==> src/rtl/channel_deinterleave_4.sv <==
// channel_deinterleave_4: regroups a serial c0..c3 channel stream into aligned 4-channel pixels
// with a valid/ready handshake on both sides and a frame-last flag.
module channel_deinterleave_4 #(
  parameter int IMG_Width  = 3,
  parameter int IMG_Height = 3,
  parameter int Datawidth  = 32
) (
  input  logic                 clk,
  input  logic                 rst,
  input  logic [Datawidth-1:0] In,
  input  logic                 valid_in,
  output logic                 ready_in,
  output logic [Datawidth-1:0] Out_0,
  output logic [Datawidth-1:0] Out_1,
  output logic [Datawidth-1:0] Out_2,
  output logic [Datawidth-1:0] Out_3,
  output logic                 valid_out,
  input  logic                 out_ready,
  output logic                 frame_last
);
  localparam int PIX = IMG_Width * IMG_Height;
  localparam int CW  = (PIX > 1) ? $clog2(PIX) : 1;
  typedef enum logic {FILL, FULL} state_t;
  state_t               state_q;
  logic [1:0]           lane_q;
  logic [CW-1:0]        pix_cnt_q;
  logic [Datawidth-1:0] s0_q, s1_q, s2_q;
  assign ready_in = (state_q == FILL) & rst;
  always_ff @(posedge clk) begin
    if (!rst) begin
      state_q    <= FILL;
      lane_q     <= '0;
      pix_cnt_q  <= '0;
      s0_q       <= '0;
      s1_q       <= '0;
      s2_q       <= '0;
      Out_0      <= '0;
      Out_1      <= '0;
      Out_2      <= '0;
      Out_3      <= '0;
      valid_out  <= 1'b0;
      frame_last <= 1'b0;
    end else if (state_q == FILL) begin
      if (valid_in) begin
        lane_q <= lane_q + 2'd1;
        if (lane_q == 2'd0) s0_q <= In;
        if (lane_q == 2'd1) s1_q <= In;
        if (lane_q == 2'd2) s2_q <= In;
        if (lane_q == 2'd3) begin
          Out_0      <= s0_q;
          Out_1      <= s1_q;
          Out_2      <= s2_q;
          Out_3      <= In;
          valid_out  <= 1'b1;
          frame_last <= (pix_cnt_q == CW'(PIX - 1));
          state_q    <= FULL;
        end
      end
    end else if (out_ready) begin
      // frame_last already encodes "pix_cnt is the final pixel", so it drives the wrap
      valid_out  <= 1'b0;
      frame_last <= 1'b0;
      state_q    <= FILL;
      pix_cnt_q  <= frame_last ? '0 : pix_cnt_q + 1'b1;
    end
  end
endmodule

==> config.mk <==
export PLATFORM = sky130hd
export DESIGN_NAME = channel_deinterleave_4
export DESIGN_NICKNAME = d
export VERILOG_FILES = /design/src/rtl/channel_deinterleave_4.sv
export SDC_FILE = /design/constraint.sdc
export NUM_CORES = 1
export LEC_CHECK = 0
export ABC_AREA = 1
export ABC_CLOCK_PERIOD_IN_PS = 3500
export BUFFER_PORTS_ARGS = -buffer_cell sky130_fd_sc_hd__buf_2
export CORE_UTILIZATION = 58
export DETAILED_ROUTE_END_ITERATION = 8
export PLACE_DENSITY = 0.89
export SYNTH_ARGS = -nofsm -noshare
export SYNTH_HDL_FRONTEND = slang
export SYNTH_SLANG_ARGS = --single-unit
==> constraint.sdc <==
create_clock -name clk -period 3.5 [get_ports clk]
set_input_delay 0.175 -clock clk [delete_from_list [all_inputs] [get_ports clk]]
set_output_delay 0.175 -clock clk [all_outputs]
set_load 0.02 [all_outputs]
==> results.yml, run 1 <==
setup_path:
  path_cells: "ha_1, nand2_1, nor2_4, buf_4, o21ai_0, nor2_1"
  cp-start-kind: "flop"
  r2r_cells: 6
  rr_endpoint: "Out_0[9]$_SDFFE_PN0P_"
  r2r_start: "lane_q[0]$_SDFFE_PN0P_"
  crit_fanout: 130
  slowest_delay_ns: 0.89
  endpoint_kind: "flop"
  critPathLaunch: "lane_q[0]$_SDFFE_PN0P_"
  path_class: "reg2reg"
  crit_arrival_ns: 2.57
  r2r_setup_slack_ns: 1.35
  cp.required_ns: 3.93
  crit_slowest_cell: "buf_4"
grt:
  grt_first_pass_wirelength_um: 35800
  grt_max_degree: 131
  overflow: 0
  antenna_found_initial: 0
  grt_pass1_vias: 7263
  grtUsageTotal_pct: 30.2
cells_and_area:
  final_cells: 1394
  drive_gt1_share_pct: 18.5
  multi_input_area_sq_mm: 0.00319
  areaGrowthSynthToFinish_pct: 23.1
  antenna-diode-count: 0
  nNetsFinal: 1239
  fillCellCount: 1029
  seqCellArea_sq_mm: 0.00466
  layout_commonest_cell: "nor2_1"
  final_cell_mix: "266 x nor2_1, 233 x dfxtp_1, 165 x buf_2, 131 x o21ai_0, 114 x nand2_1"
sta:
  grt_setup_unrepaired: "no"
  max_freq_mhz: 466
  hold_violations: 0
  relSlewSlack_pct: 24.0
  timing.hold.ws_ns: 0.00941
  setup_viol: 0
  fin_crit_sh_pct: 61.3
  finalCriticalPeriod_ns: 2.15
  tightest_slew_ns: 1.14
  tns_ns: 0
  drv_slew: 0
  fin_skew_ns: 0.00651
run:
  maxCapViolCount: 0
logic_synthesis:
  yosysWarnings: 0
  seq_area_frac_synth_pct: 56.3
  syn_avg_cell_area_sq_um: 7.89
  synthArstFlopShare_pct: 0
  synth_fp_nets: 1092
  netlist_instances: 1050
  synth-edff-count: 0
  synth_ff_type: "dfxtp_1"
  netlist_area_sq_mm: 0.00828
  synth-seq-cells: 233
  synth.distinct_cells: 16
detailed_routing:
  dr_total_vias: 7792
  dr.pass1.iters: 6
  routed_wirelength_um: 22700
  wl_per_cell_um: 16.3
  viasPerCell: 5.59
  route.detailed.drc: 0
  final_antenna_net_count: 0
  drt_iter0_drc: 673
clock_network:
  cts_num_sinks: 233
  cts_max_level: 1
  path_clk_slew_ns: 0.06
  cts_tree: "yes"
  clock_latency_ns: 0.50
  cts.path.max_buffers: 3
  clockRootBuffer: "clkbuf_16"
  cts.repair.resized: 0
  numCtsBuffers: 23
worst_hold_path:
  hp-start: "In[8]"
  min_to: "s1_q[8]$_SDFFE_PN0P_"
  hold_class: "in2reg"
  holdPathStages: 3
die:
  initial_core_util_pct: 59.7
  io_pins: 167
  die_h_um: 122
  dieArea_sq_mm: 0.0148
  num_rows: 43
  die_w_um: 122
  core-area_sq_mm: 0.0139
place:
  io_buffers: 166
  post-dp-hpwl_um: 13100
  placed_cells: 1326
  place.gp.congestion: 0.829
power_and_ir_drop:
  ir_drop_mv: 0.438
  leakage_uw: 0.00481
  powerDensity_mw_per_mm2: 592
  finalPower_uw: 6040
status:
  status: "completed"
## cells in the mapped netlist, types with 2 or more instances
library cell,instances,share of area [%]
inv_2,2,0.091
dfxtp_1,233,56
o21ai_0,131,7.9
nand2_1,114,5.2
buf_4,6,0.54
nor2_1,266,12
nand3_1,100,6.0
clkbuf_1,36,1.6
buf_2,41,2.5
inv_1,11,0.50
a21oi_1,100,6.0
ha_1,6,0.91
## cell families after synthesis
logic type	Yosys count	share of synthesized area, %
buffers and inverters	97	5.29
adders and majority gates	6	0.906
and+or+nand+nor	483	23.5
DFF	233	56.3
AOI/OAI and AO/OA	231	14.0
## layout make-up
cell class                 count  area share [%]
sequential                   233            45.7
multi-input combinational    720            31.2
timing repair buffer         206            11.9
clock buffer                  28            6.22
clock inverter                14            2.22
tap                          180            2.21
inverter                      13           0.515
## where the power goes
group	switching, uW	internal, uW
registers	54.5	2750
logic	329	151
clock network	1020	1730
## critical path, delay by kind of cell (launching register included)
kind	cells	cell delay (ns)
adder cells (fa/ha/maj)	1	0.15
AND/OR/NAND/NOR	3	0.36
AO/OA/AOI/OAI	1	0.28
buffers and inverters	1	0.89
flip-flops	1	0.36
## registers in the layout, summed over array words and instances, names as in the netlist
| register | count |
|---|---|
| Out_0 | 32 |
| Out_1 | 32 |
| Out_2 | 32 |
| Out_3 | 32 |
| s0_q | 32 |
| s1_q | 32 |
| s2_q | 32 |
| pix_cnt_q | 4 |
| lane_q | 2 |
| frame_last | 1 |
| state_q | 1 |
| valid_out | 1 |
## worst max path at each step
stage | to | cells after the start
5_1_grt | Out_3[18]$_SDFFE_PN0P_ | 6
3_3_place_gp | frame_last$_SDFFE_PN0P_ | 7
3_5_place_dp | Out_3[19]$_SDFFE_PN0P_ | 6
2_1_floorplan | s2_q[10]$_SDFFE_PN0P_ | 6
4_1_cts | Out_0[9]$_SDFFE_PN0P_ | 6
6_report | Out_0[9]$_SDFFE_PN0P_ | 6
## metal layers
layer	up-vias	routed length, um	GRT usage (%)
li1	3728	-	-
met1	3679	9240	39.0
met2	337	11200	51.7
met3	48	1730	4.56
met4	0	541	9.41
met5	-	0	0
## per-stage QoR
step                      util [%]  setup WS (ns)  instance area, sq um
final                         73.5           1.35                 10200
after global routing          73.5           1.21                 10200
after CTS                     73.5           1.39                 10200
after detailed placement      65.4           1.47                  9080
after global placement        65.4           1.55                  9080
after floorplan                  -           2.21                  8280
## repair_timing
item,CTS,global route
endpoints found under the hold margin,47,0
setup buffers,0,0
hold buffers,26,0
Note: power is estimated with default switching activity, not from simulation.
==> run 2: changes to the inputs <==
Settings changed: ABC_CLOCK_PERIOD_IN_PS 3500 to 2200, CORE_UTILIZATION 58 to 54, PLACE_DENSITY 0.89 to 0.84.
Clock period 3.5 ns to 2.2 ns, I/O delays scaled along.
==> run 2 against run 1 <==
Compared with the run above:
- sequential share of layout area decreased by 0.44 points
- wire length increased by 0.48%
- combinational power increased by 67%
- cell area increased by 0.98%
- via count about the same
- critical endpoint is now Out_3[13]$_SDFFE_PN0P_
- maximum frequency increased by 5.4%
- hold slack improved by 0.45 ns
- core utilization decreased by 3.7 points
- largest power group unchanged
- clock skew decreased by 0.00097 ns
==> results.yml, run 2 (synthesis results as in run 1) <==
status:
  status: "completed"
power_and_ir_drop:
  ir_drop_mv: 0.559
  leakage_uw: 0.00486
  powerDensity_mw_per_mm2: 886
  finalPower_uw: 9120
detailed_routing:
  dr_total_vias: 7797
  route.detailed.drc: 0
  routed_wirelength_um: 22800
  final_antenna_net_count: 0
  drt_iter0_drc: 718
  dr.pass1.iters: 7
  wl_per_cell_um: 16.1
  viasPerCell: 5.51
grt:
  antenna_found_initial: 0
  grt_max_degree: 131
  overflow: 0
  grt_pass1_vias: 7513
  grt_first_pass_wirelength_um: 37000
  grtUsageTotal_pct: 28.6
sta:
  hold_violations: 0
  setup_viol: 0
  tns_ns: 0
  relSlewSlack_pct: 62.9
  fin_crit_sh_pct: 92.6
  drv_slew: 0
  fin_skew_ns: 0.00553
  tightest_slew_ns: 0.556
  grt_setup_unrepaired: "no"
  finalCriticalPeriod_ns: 2.04
  max_freq_mhz: 491
place:
  placed_cells: 1338
  dpl_cell_area_sq_mm: 0.00918
  io_buffers: 166
  post-dp-hpwl_um: 13300
  place.gp.congestion: 0.804
die:
  die_h_um: 126
  core-area_sq_mm: 0.0148
  initial_core_util_pct: 56.1
  dieArea_sq_mm: 0.0158
  num_rows: 44
  io_pins: 167
  die_w_um: 126
cells_and_area:
  antenna-diode-count: 0
  areaGrowthSynthToFinish_pct: 24.4
  final_cells: 1415
  fillCellCount: 1174
  final_util_pct: 69.8
  drive_gt1_share_pct: 18.3
  final_cell_mix: "266 x nor2_1, 233 x dfxtp_1, 165 x buf_2, 131 x o21ai_0, 114 x nand2_1"
  layout_commonest_cell: "nor2_1"
  final_area_sq_mm: 0.0103
  nNetsFinal: 1257
setup_path:
  rr_endpoint: "Out_3[13]$_SDFFE_PN0P_"
  endpoint_kind: "flop"
  r2r_setup_slack_ns: 0.16
  critPathLaunch: "lane_q[0]$_SDFFE_PN0P_"
  cp-endpoint: "Out_3[13]$_SDFFE_PN0P_"
  cp-start-kind: "flop"
  r2r_cells: 7
  crit_fanout: 130
  r2r_start: "lane_q[0]$_SDFFE_PN0P_"
  cp.required_ns: 2.63
  crit_arrival_ns: 2.47
  path_class: "reg2reg"
clock_network:
  cts_tree: "yes"
  cts_max_level: 1
  path_clk_slew_ns: 0.06
  cts.path.max_buffers: 3
  clock_latency_ns: 0.49
  clockRootBuffer: "clkbuf_16"
  postCtsSetupBuffers: 0
  numCtsBuffers: 22
  cts_num_sinks: 233
worst_hold_path:
  hold_class: "reg2reg"
run:
  maxCapViolCount: 0
[run 2: cell types whose count changed in the layout (fill, tap and decap cells not counted)]
| cell | previous run | this run |
|---|---|---|
| clkinvlp_4 | 1 | 0 |
| buf_4 | 14 | 19 |
| bufinv_16 | 6 | 2 |
| clkbuf_1 | 1 | 7 |
| clkinv_2 | 7 | 4 |
| dlygate4sd3_1 | 26 | 37 |
| buf_12 | 1 | 4 |
| clkbuf_8 | 4 | 5 |
| inv_4 | 1 | 0 |
[run 2: repair_timing]
action / 4_1_cts / 5_1_grt
hold buffers: 37 / 0
endpoints found under the setup margin: 0 / 2
resized for setup: 0 / 1
hold endpoints to repair: 133 / 0
[run 2: worst min-delay path by stage]
stage                           from  depth (start not counted)                      to  slack [ns]
2_1_floorplan                  In[0]                          2   Out_3[0]$_SDFFE_PN0P_        0.24
3_3_place_gp                  In[13]                          3  Out_3[13]$_SDFFE_PN0P_        0.41
3_5_place_dp                  In[13]                          3  Out_3[13]$_SDFFE_PN0P_        0.41
4_1_cts                       In[31]                          4  Out_3[31]$_SDFFE_PN0P_        0.45
5_1_grt         s1_q[4]$_SDFFE_PN0P_                          2    s1_q[4]$_SDFFE_PN0P_        0.48
6_report       s1_q[10]$_SDFFE_PN0P_                          2   s1_q[10]$_SDFFE_PN0P_        0.46
[run 2: area by class of cell]
class / instances / area, sq um / share of cell area, %
multi-input combinational: 720 / 3190 / 30.9
tap: 184 / 230 / 2.24
clock inverter: 5 / 75.1 / 0.729
clock buffer: 35 / 671 / 6.51
timing repair buffer: 225 / 1420 / 13.8
inverter: 13 / 55.1 / 0.534
sequential: 233 / 4660 / 45.3
[run 2: through the flow]
step	setup slack, ns	hold slack, ns
finish	0.163	0.461
global route	0.0118	0.481
CTS	0.109	0.446
detailed placement	0.613	0.412
global placement	0.648	0.407
floorplan	0.906	0.245
[run 2: report_power, final]
group	total [uW]	leakage, uW	switching (uW)	internal, uW
Combinational	803	0.00260	536	267
Clock	3860	0.000368	1540	2320
Sequential	4460	0.00189	82.5	4380
Total	9120	0.00486	2160	6970
[run 2: routing by layer]
layer | up-vias | track usage (%) | part of all wire [%]
met4 | 0 | 11.3 | 3.3
met5 | - | 0 | 0
li1 | 3765 | - | -
met3 | 58 | 5.69 | 8.1
met2 | 349 | 47.5 | 48
met1 | 3625 | 36.7 | 41
[run 2: critical path, stage by stage, from the launching register on]
cell and delay (ns):
dfxtp_1 0.36, ha_1 0.15, nand2_1 0.07, nor2_4 0.17, buf_12 0.41, o21ai_0 0.13
nor2_1 0.10, dlygate4sd3_1 0.55
==> run 3: changes to the inputs <==
Settings changed: CELL_PAD_IN_SITES_DETAIL_PLACEMENT set to 0, CELL_PAD_IN_SITES_GLOBAL_PLACEMENT set to 1, CORE_UTILIZATION 54 to 40, GPL_ROUTABILITY_DRIVEN set to 0, TNS_END_PERCENT set to 5.
==> run 3 against run 2 <==
Compared with the run above:
- core utilization down 19 points
- critical path depth down 1
- flip-flop and latch count unchanged
- cell area up 0.97%
- wire length up 2.9%
- die area up 34%
- combinational power down 1%
- critical path type unchanged
- largest power group unchanged
==> results.yml, run 3 (synthesis results as in run 1) <==
sta:
  grt_setup_unrepaired: "no"
  timing.hold.ws_ns: 0.174
  tns_ns: 0
  tightest_slew_ns: 0.630
  setup_viol: 0
  finalCriticalPeriod_ns: 1.62
  relSlewSlack_pct: 58.0
  fin_skew_ns: 0.00589
  max_freq_mhz: 617
  hold_violations: 0
  fin_crit_sh_pct: 73.6
  drv_slew: 0
cells_and_area:
  fillCellCount: 1998
  final_cell_mix: "266 x nor2_1, 233 x dfxtp_1, 165 x buf_2, 131 x o21ai_0, 114 x nand2_1"
  antenna-diode-count: 0
  layout_commonest_cell: "nor2_1"
  areaGrowthSynthToFinish_pct: 25.6
  nNetsFinal: 1255
  drive_gt1_share_pct: 18.3
  final_cells: 1500
place:
  post-dp-hpwl_um: 14100
  io_buffers: 166
  placed_cells: 1423
die:
  core-area_sq_mm: 0.0203
  dieArea_sq_mm: 0.0213
  num_rows: 52
  die_h_um: 146
  io_pins: 167
  initial_core_util_pct: 40.8
  die_w_um: 146
setup_path:
  endpoint_kind: "flop"
  cp-start-kind: "flop"
  path_class: "reg2reg"
  cp.required_ns: 2.63
  crit_fanout: 13
  crit_arrival_ns: 2.05
detailed_routing:
  final_antenna_net_count: 0
  viasPerCell: 5.03
  route.detailed.drc: 0
  routed_wirelength_um: 23500
  wl_per_cell_um: 15.6
  dr_total_vias: 7549
  dr.pass1.iters: 4
  drt_iter0_drc: 463
clock_network:
  cts.repair.resized: 0
  numCtsBuffers: 24
  cts.path.max_buffers: 3
  clockRootBuffer: "clkbuf_16"
  cts_tree: "yes"
  cts_num_sinks: 233
  clock_latency_ns: 0.51
  cts_max_level: 1
  path_clk_slew_ns: 0.06
  postCtsSetupBuffers: 0
grt:
  antenna_found_initial: 0
  grtUsageTotal_pct: 21.6
  grt_pass1_vias: 7040
  grt_first_pass_wirelength_um: 37600
  overflow: 0
  grt_max_degree: 133
power_and_ir_drop:
  powerDensity_mw_per_mm2: 882
  ir_drop_mv: 0.611
  leakage_uw: 0.00485
status:
  status: "completed"
run:
  maxCapViolCount: 0
worst_hold_path:
  hold_class: "in2reg"
[run 3: per-layer routing]
metal / share of wire [%] / global-route usage [%] / up-vias
met4: 1.2 / 5.26 / 0
met2: 47 / 34.7 / 237
met5: 0 / 0 / -
li1: - / - / 3761
met3: 6.1 / 3.42 / 24
met1: 46 / 30.3 / 3527
[run 3: layout make-up]
class | instances | area (sq um) | share of cell area [%]
flip-flops and latches | 233 | 4660 | 44.9
multi-input cells | 720 | 3190 | 30.6
clock buffers | 41 | 756 | 7.27
inverters | 13 | 52.6 | 0.505
clock inverters | 2 | 10.0 | 0.0962
well taps | 270 | 338 | 3.25
repair buffers | 221 | 1390 | 13.4
[run 3: power by group]
part           internal (uW)  switching (uW)
Combinational            263             531
Sequential              4380            80.5
Clock                   2320            1610
Total                   6960            2220
[run 3: path summary, 6_finish.rpt]
check | end | start | slack [ns] | depth (start not counted)
max | s0_q[13]$_SDFFE_PN0P_ | lane_q[0]$_SDFFE_PN0P_ | 0.58 | 6
min | s1_q[31]$_SDFFE_PN0P_ | rst | 0.17 | 4
max reg2reg | s0_q[13]$_SDFFE_PN0P_ | lane_q[0]$_SDFFE_PN0P_ | 0.58 | 6
min reg2reg | s0_q[1]$_SDFFE_PN0P_ | s0_q[1]$_SDFFE_PN0P_ | 0.46 | 2
[run 3: repair_timing]
| action | in CTS | in global routing |
|---|---|---|
| hold endpoints to repair | 130 | 0 |
| endpoints found under the setup margin | 0 | 0 |
| hold buffers | 34 | 0 |
[run 3: per-stage QoR]
stage | power (uW) | setup slack, ns | area, sq um | util [%]
after global placement | 5290 | 0.678 | 9290 | 45.8
after floorplan | 5000 | 0.906 | 8280 | -
after global routing | 9540 | 0.448 | 10400 | 51.2
after detailed placement | 5300 | 0.632 | 9290 | 45.8
final | 9180 | 0.580 | 10400 | 51.2
after CTS | 9270 | 0.565 | 10400 | 51.2
[run 3: critical path, stage by stage, from the launching register on]
cell and delay, ns:
dfxtp_1 0.37, inv_1 0.10, ha_1 0.22, nand2_1 0.35
buf_4 0.29, nand2_1 0.07, a21oi_1 0.15
